--- config.mk ---
export PLATFORM = sky130hd
export DESIGN_NAME = palindrome_engine
export DESIGN_NICKNAME = d
export VERILOG_FILES = /design/src/rtl/palindrome_pkg.sv /design/src/rtl/palindrome_regfile.sv /design/src/rtl/palindrome_engine.sv
export SDC_FILE = /design/constraint.sdc
export NUM_CORES = 1
export LEC_CHECK = 0
export ABC_CLOCK_PERIOD_IN_PS = 4300
export BUFFER_PORTS_ARGS = -buffer_cell sky130_fd_sc_hd__buf_2
export CELL_PAD_IN_SITES_DETAIL_PLACEMENT = 1
export CELL_PAD_IN_SITES_GLOBAL_PLACEMENT = 2
export CORE_AREA = 2 2 455 457
export DETAILED_ROUTE_END_ITERATION = 6
export DIE_AREA = 0 0 457 459
export PLACE_DENSITY_LB_ADDON = 0.2
export SKIP_LAST_GASP = 1
export SLEW_MARGIN = 20
export SYNTH_ARGS = -nofsm -noshare
export SYNTH_HDL_FRONTEND = slang
export SYNTH_HIERARCHICAL = 1
export SYNTH_SLANG_ARGS = --single-unit
export TNS_END_PERCENT = 50
--- constraint.sdc ---
create_clock -name clock -period 4.3 [get_ports clock]
set_input_delay 0.43 -clock clock [delete_from_list [all_inputs] [get_ports clock]]
set_output_delay 0.43 -clock clock [all_outputs]
set_load 0.005 [all_outputs]
--- src/rtl/palindrome_pkg.sv ---
// Shared types and helpers for the palindrome engine.
// State encoding plus a width-generic bit reversal.
package palindrome_pkg;

    typedef enum logic [1:0] {
        IDLE,
        COMPARE,
        FINISH
    } state_t;

    localparam int MAX_WIDTH = 256;

    // Reverse the low w bits of v; w must not exceed MAX_WIDTH.
    function automatic logic [MAX_WIDTH-1:0] bitrev(
        input logic [MAX_WIDTH-1:0] v,
        input int unsigned          w
    );
        logic [MAX_WIDTH-1:0] r;
        for (int i = 0; i < MAX_WIDTH; i++) begin
            r[i] = v[MAX_WIDTH-1-i];
        end
        return r >> (MAX_WIDTH - w);
    endfunction

endpackage

--- src/rtl/palindrome_regfile.sv ---
// Register file: two asynchronous read ports, one synchronous write port.
// Contents are deliberately not reset.
module regfile
    import palindrome_pkg::*;
#(
    parameter  int WIDTH = 32,
    parameter  int DEPTH = 32,
    localparam int AW    = $clog2(DEPTH)
) (
    input  logic             clk_i,
    input  logic             we_i,
    input  logic [AW-1:0]    waddr_i,
    input  logic [WIDTH-1:0] wdata_i,
    input  logic [AW-1:0]    raddr_a_i,
    input  logic [AW-1:0]    raddr_b_i,
    output logic [WIDTH-1:0] rdata_a_o,
    output logic [WIDTH-1:0] rdata_b_o
);

    logic [WIDTH-1:0] mem_q [DEPTH];

    always_ff @(posedge clk_i) begin
        if (we_i) begin
            mem_q[waddr_i] <= wdata_i;
        end
    end

    assign rdata_a_o = mem_q[raddr_a_i];
    assign rdata_b_o = mem_q[raddr_b_i];

endmodule

--- src/rtl/palindrome_engine.sv ---
// Palindrome checker scanning r[base..ending] from both ends inward,
// in word mode or whole-bit-string mirror mode.
module palindrome_engine
    import palindrome_pkg::*;
#(
    parameter  int WIDTH = 32,
    parameter  int DEPTH = 32,
    localparam int AW    = $clog2(DEPTH)
) (
    input  logic             clock,
    input  logic             reset,
    input  logic             wr_en,
    input  logic [AW-1:0]    wr_addr,
    input  logic [WIDTH-1:0] wr_data,
    input  logic             go,
    input  logic             mode,
    input  logic [AW-1:0]    base,
    input  logic [AW-1:0]    ending,
    output logic             busy,
    output logic             done,
    output logic             palindrome,
    output logic [AW-1:0]    mismatch_addr,
    output logic             bad_range
);

    state_t          state_q, state_d;
    logic [AW-1:0]   front_q, front_d;
    logic [AW-1:0]   back_q,  back_d;
    logic            mode_q,  mode_d;
    logic            mid_q,   mid_d;
    logic            pal_q,   pal_d;
    logic            bad_q,   bad_d;
    logic [AW-1:0]   mm_q,    mm_d;

    logic [WIDTH-1:0] rd_a, rd_b, rev_b;
    logic             we, term, mismatch;

    assign we = wr_en && (state_q == IDLE);

    regfile #(
        .WIDTH (WIDTH),
        .DEPTH (DEPTH)
    ) u_rf (
        .clk_i     (clock),
        .we_i      (we),
        .waddr_i   (wr_addr),
        .wdata_i   (wr_data),
        .raddr_a_i (front_q),
        .raddr_b_i (back_q),
        .rdata_a_o (rd_a),
        .rdata_b_o (rd_b)
    );

    assign rev_b = WIDTH'(bitrev(MAX_WIDTH'(rd_b), WIDTH));

    // mid_q marks a checked middle word so the pointers never wrap.
    assign term     = mid_q || (mode_q ? (front_q > back_q)
                                       : (front_q >= back_q));
    assign mismatch = mode_q ? (rd_a != rev_b) : (rd_a != rd_b);

    always_comb begin
        state_d = state_q;
        front_d = front_q;
        back_d  = back_q;
        mode_d  = mode_q;
        mid_d   = mid_q;
        pal_d   = pal_q;
        bad_d   = bad_q;
        mm_d    = mm_q;
        unique case (state_q)
            IDLE: begin
                if (go) begin
                    pal_d = 1'b0;
                    mm_d  = '0;
                    mid_d = 1'b0;
                    if (base <= ending) begin
                        front_d = base;
                        back_d  = ending;
                        mode_d  = mode;
                        bad_d   = 1'b0;
                        state_d = COMPARE;
                    end else begin
                        bad_d   = 1'b1;
                        state_d = FINISH;
                    end
                end
            end
            COMPARE: begin
                if (term) begin
                    pal_d   = 1'b1;
                    state_d = FINISH;
                end else if (mismatch) begin
                    mm_d    = front_q;
                    state_d = FINISH;
                end else if (mode_q && (front_q == back_q)) begin
                    mid_d = 1'b1;
                end else begin
                    front_d = front_q + AW'(1);
                    back_d  = back_q - AW'(1);
                end
            end
            FINISH: begin
                if (!go) begin
                    state_d = IDLE;
                end
            end
            default: state_d = IDLE;
        endcase
    end

    always_ff @(posedge clock) begin
        if (!reset) begin
            state_q <= IDLE;
            front_q <= '0;
            back_q  <= '0;
            mode_q  <= 1'b0;
            mid_q   <= 1'b0;
            pal_q   <= 1'b0;
            bad_q   <= 1'b0;
            mm_q    <= '0;
        end else begin
            state_q <= state_d;
            front_q <= front_d;
            back_q  <= back_d;
            mode_q  <= mode_d;
            mid_q   <= mid_d;
            pal_q   <= pal_d;
            bad_q   <= bad_d;
            mm_q    <= mm_d;
        end
    end

    assign busy          = (state_q == COMPARE);
    assign done          = (state_q == FINISH);
    assign palindrome    = pal_q;
    assign mismatch_addr = mm_q;
    assign bad_range     = bad_q;

endmodule
==> run_results.csv, run 1 <==
group,metric,value,unit
run_status,status,"finished clean",
floorplan,row_count,167,
setup_path,cpLargestDelayFamily,"simple AND/OR/NAND/NOR gates",
synthesis,netlist_instances,3653,
synthesis,yosys.area_share.simple,5.69,%
cells_and_area,final_cell_area,62200,um^2
synthesis,synth_area,51000,um^2
timing,fmax,239,MHz
routing,viasPerCell,5.11,
floorplan,fp.dieH,459,um
synthesis,synthTopCellsByArea,"edfxtp_1, mux2i_1, a22oi_1, a22o_1, a21oi_1",
synthesis,ys_types,51,
routing,routed_wl,216000,um
floorplan,start_util,24.8,%
timing,fin_crit,4.18,ns
cells_and_area,synthToLayoutAreaGrowth,21.9,%
cells_and_area,final_cells,6719,
cts,tritoncts,"yes",
setup_path,path_class,"reg2reg",
setup_path,r2r_start,"back_q[1]",
synthesis,synth_fp_nets,3717,
synthesis,synth-xor-area-share,0.447,%
power,p_per_area,424,nW/um^2
cts,worst_skew_pair.late_latency,0.80,ns
global_routing,grt_max_degree,49,
cts,clock_path_buffers,3,
setup_path,endpoint,"back_q[1]",
timing,worst_slew_pin_slew,1.06,ns
floorplan,io_pins,61,
setup_path,r2r_setup_slack,0.12,ns
floorplan,core_area,206000,um^2
synthesis,yosysTopAreaCell,"edfxtp_1",
cts,root_buffer,"clkbuf_16",
routing,route.met2.wl,103000,um
worst_hold_path,worstHoldPathCells,5,
power,peakVddDrop,252,uV
setup_path,rr_endpoint,"back_q[1]",
timing,setup_tns,0,ns
routing,vias,34300,
placed_design,dp_hpwl,124000,um
timing,final_hold_viol_count,0,
synthesis,synthMuxAreaShare,20.7,%
routing,top_layer,"met4",
setup_path,slowest_stage,"nor4_4",
synthesis,yosysMostFrequentCell,"mux2i_1",
synthesis,synth_top_family_by_area,"multiplexers",
floorplan,dieArea,210000,um^2
synthesis,ys_seq_area_share,61.1,%
timing,finalClockSkew,0.0478,ns
setup_path,crit_arrival,4.87,ns
setup_path,crit_buf_inv,6,
cells_and_area,seq_area,31200,um^2
timing,slew_headroom,29.4,%
routing,drc,0,
synthesis,synth_edf_count,1024,
timing,timing.final.max_slew_violations,0,
global_routing,grt_pass1_wl,292000,um
placed_design,port_buffers,60,
routing,wl_met1,102000,um
cells_and_area,drive_above_1_share,16.5,%
global_routing,grt_pass1_vias,35400,
cts,cts_buffers,132,
setup_path,ff2ff_path_depth,18,
floorplan,die_w,457,um
cts,path_clk_slew,0.06,ns
setup_path,crit_top_cell,"buf_12",
setup_path,cp_num_cells,18,
setup_path,cp_cell_sequence,"buf_12 -> buf_6 -> buf_16 -> buf_16 -> mux2i_1 -> a21oi_1 -> a31oi_2 -> nand3_2 -> mux2i_4 -> xnor2_4 -> nor4_4 -> nand4_1 -> nor3_4 -> buf_12 -> a2bb2oi_4 -> buf_12 -> mux2i_1 -> nor2b_1",
cells_and_area,layout.nets,3977,
synthesis,synth_compound_area_share,8.43,%
timing,fin_crit_sh,97.3,%
routing,drt-initial-drc-count,2519,
synthesis,synth-main-ff-cell,"edfxtp_1",
cts,h-tree-depth,4,
cts,clock-sinks,1045,
timing,finalSetupViolations,0,
synthesis,async_reset_ff_share,0,%
setup_path,start_kind,"flip-flop",
routing,met3_length,7430,um
global_routing,grt-ovfl-total,0,
routing,drt_pass1_iterations,5,
synthesis,yosys_warnings,6,
routing,drtAntennaViolNets,0,
synthesis,ys_seq_elements,1045,
cells_and_area,multi_input_area,18600,um^2
synthesis,synth.cells.most_frequent,"mux2i_1, edfxtp_1, nand2_1",
setup_path,critPathRequiredTime,4.99,ns
timing,hold_ws,0.0784,ns
setup_path,cp-startpoint,"back_q[1]",
setup_path,slowest_delay,0.46,ns
cells_and_area,n_fill_cell,21800,
setup_path,crit_fanout,15,
placed_design,postPlaceCellArea,56600,um^2
power,p_leak,19.2,nW
worst_hold_path,hold_path_class,"in2reg",
placed_design,gp_congestion,0.748,
placed_design,place_inst,6406,
global_routing,antenna_found_initial,15,
setup_path,end_kind,"flip-flop",
synthesis,synth_adder_area_share,0.294,%
global_routing,grt.total_usage,19.7,%
synthesis,synth_area_per_cell,14.0,um^2
routing,routedWlPerCell,32.2,um
synthesis,synth_top_area_share,60.3,%
run,cap_violations,0,
-- timing repair --
item                                    CTS  global route
endpoints found under the hold margin     4             0
endpoints found under the setup margin   18            17
hold buffers                              4             0
setup buffers                             8            48
resized for setup                        15            52
gates cloned                              1            18
pin swaps                                 3            19
-- report_power, final --
group	internal, W	switching, W
registers	0.0113	0.0000585
clock network	0.00638	0.00448
logic	0.00159	0.00261
-- final cells by class --
cell class | count | area share (%)
flip-flops and latches | 1045 | 50.2
multi-input cells | 2327 | 30.0
repair buffers | 391 | 7.67
clock buffers | 158 | 5.64
well taps | 2704 | 5.44
clock inverters | 75 | 1.01
inverters | 16 | 0.0966
diodes | 3 | 0.0121
-- flip-flops by register name (all words and copies together) (netlist names) --
register / count
mismatch_addr: 5
front_q: 5
back_q: 5
mode_q: 1
state_q: 2
bad_range: 1
u_rf/mem_q: 1024
palindrome: 1
mid_q: 1
-- worst min-delay path by stage --
stage | slack (ns) | to | start
4_1_cts | 0.03 | front_q[2] | base[2]
2_1_floorplan | 0.44 | state_q[0] | state_q[1]
3_5_place_dp | 0.48 | mismatch_addr[1] | mismatch_addr[1]
6_report | 0.08 | front_q[2] | base[2]
5_1_grt | 0.08 | front_q[2] | base[2]
3_3_place_gp | 0.47 | mismatch_addr[4] | mismatch_addr[4]
-- routing by layer --
layer	track usage, %	vias up
met4	4.82	0
met2	32.8	721
li1	-	14900
met3	2.16	233
met1	27.4	18400
met5	0	-
-- cells in the final DEF, fill, tap and decap left out, types with 65 or more instances in the layout --
cell       Yosys  routed
a21oi_1      201     201
a22o_1       128     128
a22oi_1      192     192
buf_12         1     101
buf_4         47     180
clkbuf_16      0     155
edfxtp_1    1024    1024
mux2i_1     1053    1049
nand2_1      225     223
nand3_1      200     190
nor3_1        66      65
-- logic make-up (layout without fill, tap and decap cells) --
group / Yosys count / in the layout
AOI/OAI and AO/OA: 628 / 628
xor gates and xnor gates: 26 / 26
adders and majority gates: 12 / 12
buffers and inverters: 281 / 640
DFF: 1045 / 1045
muxes: 1053 / 1053
other: 0 / 3
and+or+nand+nor: 608 / 608
-- through the flow --
stage          setup slack, ns  utilization (%)  power, W
3_5_place_dp            -0.681             27.5    0.0154
5_1_grt               -0.00390             30.2    0.0272
4_1_cts               0.000475             29.7    0.0264
3_3_place_gp            -0.660             27.5    0.0154
2_1_floorplan             1.19                -    0.0136
6_report                 0.116             30.2    0.0264
-- worst min-delay path, delay by kind of cell --
kind,cells,cell delay [ns]
simple gates,2,0.15
compound gates,2,0.13
buf+inv,1,0.12
Power figures use the tool's default switching activity.
==> inputs of run 2 (changes only) <==
REMOVE_ABC_BUFFERS = 1   (was default)
==> run_results.csv, run 2 (synthesized netlist as in run 1, its figures left out) <==
group,metric,value,unit
setup_path,crit_buf_inv,7,
global_routing,grt_max_degree,43,
setup_path,crit_top_cell,"buf_4",
routing,drt_pass1_iterations,5,
floorplan,die_w,457,um
worst_hold_path,hold_end,"front_q[1]",
cells_and_area,largest_register_ffs,1024,
floorplan,start_util,24.8,%
power,switchingPower,0.00717,W
cells_and_area,final_cell_mix,"mux2i_1, edfxtp_1, nand2_1",
cts,path_clk_slew,0.06,ns
run_status,status,"finished clean",
timing,finalSetupViolations,0,
cts,root_buffer,"clkbuf_16",
setup_path,slowest_delay,0.44,ns
timing,finalClockSkew,0.0241,ns
floorplan,row_count,167,
cells_and_area,n_fill_cell,21800,
setup_path,slowest_stage,"nor4_4",
timing,timing.final.max_slew_violations,0,
setup_path,path_class,"reg2reg",
power,p_int,0.0190,W
worst_hold_path,hold_path_class,"in2reg",
cells_and_area,synthToLayoutAreaGrowth,20.5,%
cts,worst_skew_pair.late_latency,0.80,ns
setup_path,crit_fanout,16,
global_routing,grt.total_usage,19.7,%
routing,viasPerCell,5.05,
timing,slew_headroom,41.9,%
timing,setup_tns,0,ns
routing,vias,33900,
cts,clock-sinks,1045,
placed_design,gp_congestion,0.763,
cells_and_area,layout.nets,3978,
cells_and_area,final_cell_area,61500,um^2
setup_path,rr_endpoint,"back_q[2]",
cts,h-tree-depth,4,
setup_path,start_kind,"flip-flop",
floorplan,fp.dieH,459,um
power,pwr-share-clk,41.5,%
worst_hold_path,min_from,"base[1]",
cells_and_area,drive_above_1_share,16.0,%
cells_and_area,top_register,"u_rf/mem_q",
power,p_per_area,426,nW/um^2
setup_path,cp_num_cells,19,
cts,cts_buffers,132,
worst_hold_path,worstHoldPathCells,5,
setup_path,r2r_start,"back_q[0]",
timing,hold_ws,0.109,ns
setup_path,r2r_setup_slack,0.12,ns
global_routing,grt_pass1_vias,35200,
routing,routed_wl,211000,um
floorplan,dieArea,210000,um^2
power,switching_share,27.4,%
placed_design,postPlaceCellArea,56500,um^2
floorplan,io_pins,61,
timing,fin_crit,4.18,ns
routing,drc,0,
cells_and_area,fin_util,29.9,%
setup_path,critPathRequiredTime,5.02,ns
setup_path,cpLargestDelayFamily,"simple AND/OR/NAND/NOR gates",
global_routing,antenna_found_initial,15,
power,seqPwrFrac,43.3,%
floorplan,core_area,206000,um^2
cts,clock_path_buffers,3,
setup_path,end_kind,"flip-flop",
timing,final_hold_viol_count,0,
placed_design,port_buffers,60,
routing,drt-initial-drc-count,2308,
setup_path,crit_arrival,4.90,ns
timing,fin_crit_sh,97.2,%
cells_and_area,final_common_cell,"mux2i_1",
routing,drtAntennaViolNets,0,
placed_design,dp_hpwl,123000,um
setup_path,cp_cell_sequence,"buf_4 -> nor2_4 -> buf_12 -> buf_12 -> a22o_1 -> nor3_1 -> a31oi_1 -> nand3_1 -> mux2i_2 -> xnor2_2 -> nor4_4 -> buf_4 -> nand4_1 -> buf_6 -> nor3_4 -> a2bb2oi_4 -> buf_6 -> buf_4 -> o22ai_2",
power,peakVddDrop,366,uV
setup_path,ff2ff_path_depth,19,
run,cap_violations,0,
timing,worst_slew_pin_slew,0.871,ns
power,p_leak,19.0,nW
power,total_power,0.0262,W
cts,tritoncts,"yes",
routing,routedWlPerCell,31.4,um
timing,fmax,239,MHz
global_routing,grt-ovfl-total,0,
power,p_comb_share,15.2,%
global_routing,grt_pass1_wl,288000,um
==> run 2: worst max-delay path by stage <==
stage,endpoint,slack (ns),startpoint
floorplan,mismatch_addr[1],-16.11,back_q[1]
global placement,back_q[4],-0.77,back_q[1]
detailed placement,front_q[2],-0.73,back_q[1]
CTS,front_q[2],0.008,back_q[2]
global route,front_q[1],-0.009,front_q[1]
finish,back_q[2],0.12,back_q[0]
==> run 2: tightest hold or removal path, stage by stage <==
cell and delay [ns]:
buf_2 0.10, nand2_1 0.05, nand2_1 0.10, mux2i_1 0.08, nor2b_1 0.10
==> run 2: power by group through the flow <==
stage          registers, W  logic [W]  clock network [W]
2_1_floorplan        0.0118    0.00317                  0
3_3_place_gp         0.0116    0.00381                  0
3_5_place_dp         0.0116    0.00381                  0
4_1_cts              0.0113    0.00389             0.0112
5_1_grt              0.0113    0.00420             0.0115
6_report             0.0113    0.00398             0.0109
==> run 2: what timing repair did <==
item | CTS | global route
buffers inserted | 10 | 35
gates cloned | 1 | 5
setup endpoints to repair | 18 | 17
pin swaps | 3 | 8
endpoints found under the hold margin | 7 | 0
hold buffers | 7 | 0
gates resized for setup | 5 | 29
==> run 2: metal layers <==
layer	track usage, %	vias to the layer above	part of all wire [%]
li1	-	14900	-
met1	26.5	18000	46
met2	32.4	736	47
met3	3.29	286	4.5
met4	5.52	10	2.6
met5	0	-	0.032
==> run 2: through the flow <==
step,setup WS (ns),instances
4_1_cts,0.00756,6683
3_3_place_gp,-0.773,6427
3_5_place_dp,-0.733,6427
2_1_floorplan,-16.11,3388
5_1_grt,-0.00886,6722
6_report,0.119,6725
==> run 2: final cells by class <==
| class | instances | area (um^2) | share of cell area, % |
|---|---|---|---|
| Sequential cell | 1045 | 31200 | 50.7 |
| Tap cell | 2704 | 3380 | 5.50 |
| Clock buffer | 165 | 3480 | 5.66 |
| Clock inverter | 73 | 684 | 1.11 |
| Antenna cell | 3 | 7.51 | 0.0122 |
| Timing Repair Buffer | 392 | 4120 | 6.70 |
| Multi-Input combinational cell | 2327 | 18500 | 30.2 |
| Inverter | 16 | 60.1 | 0.0977 |
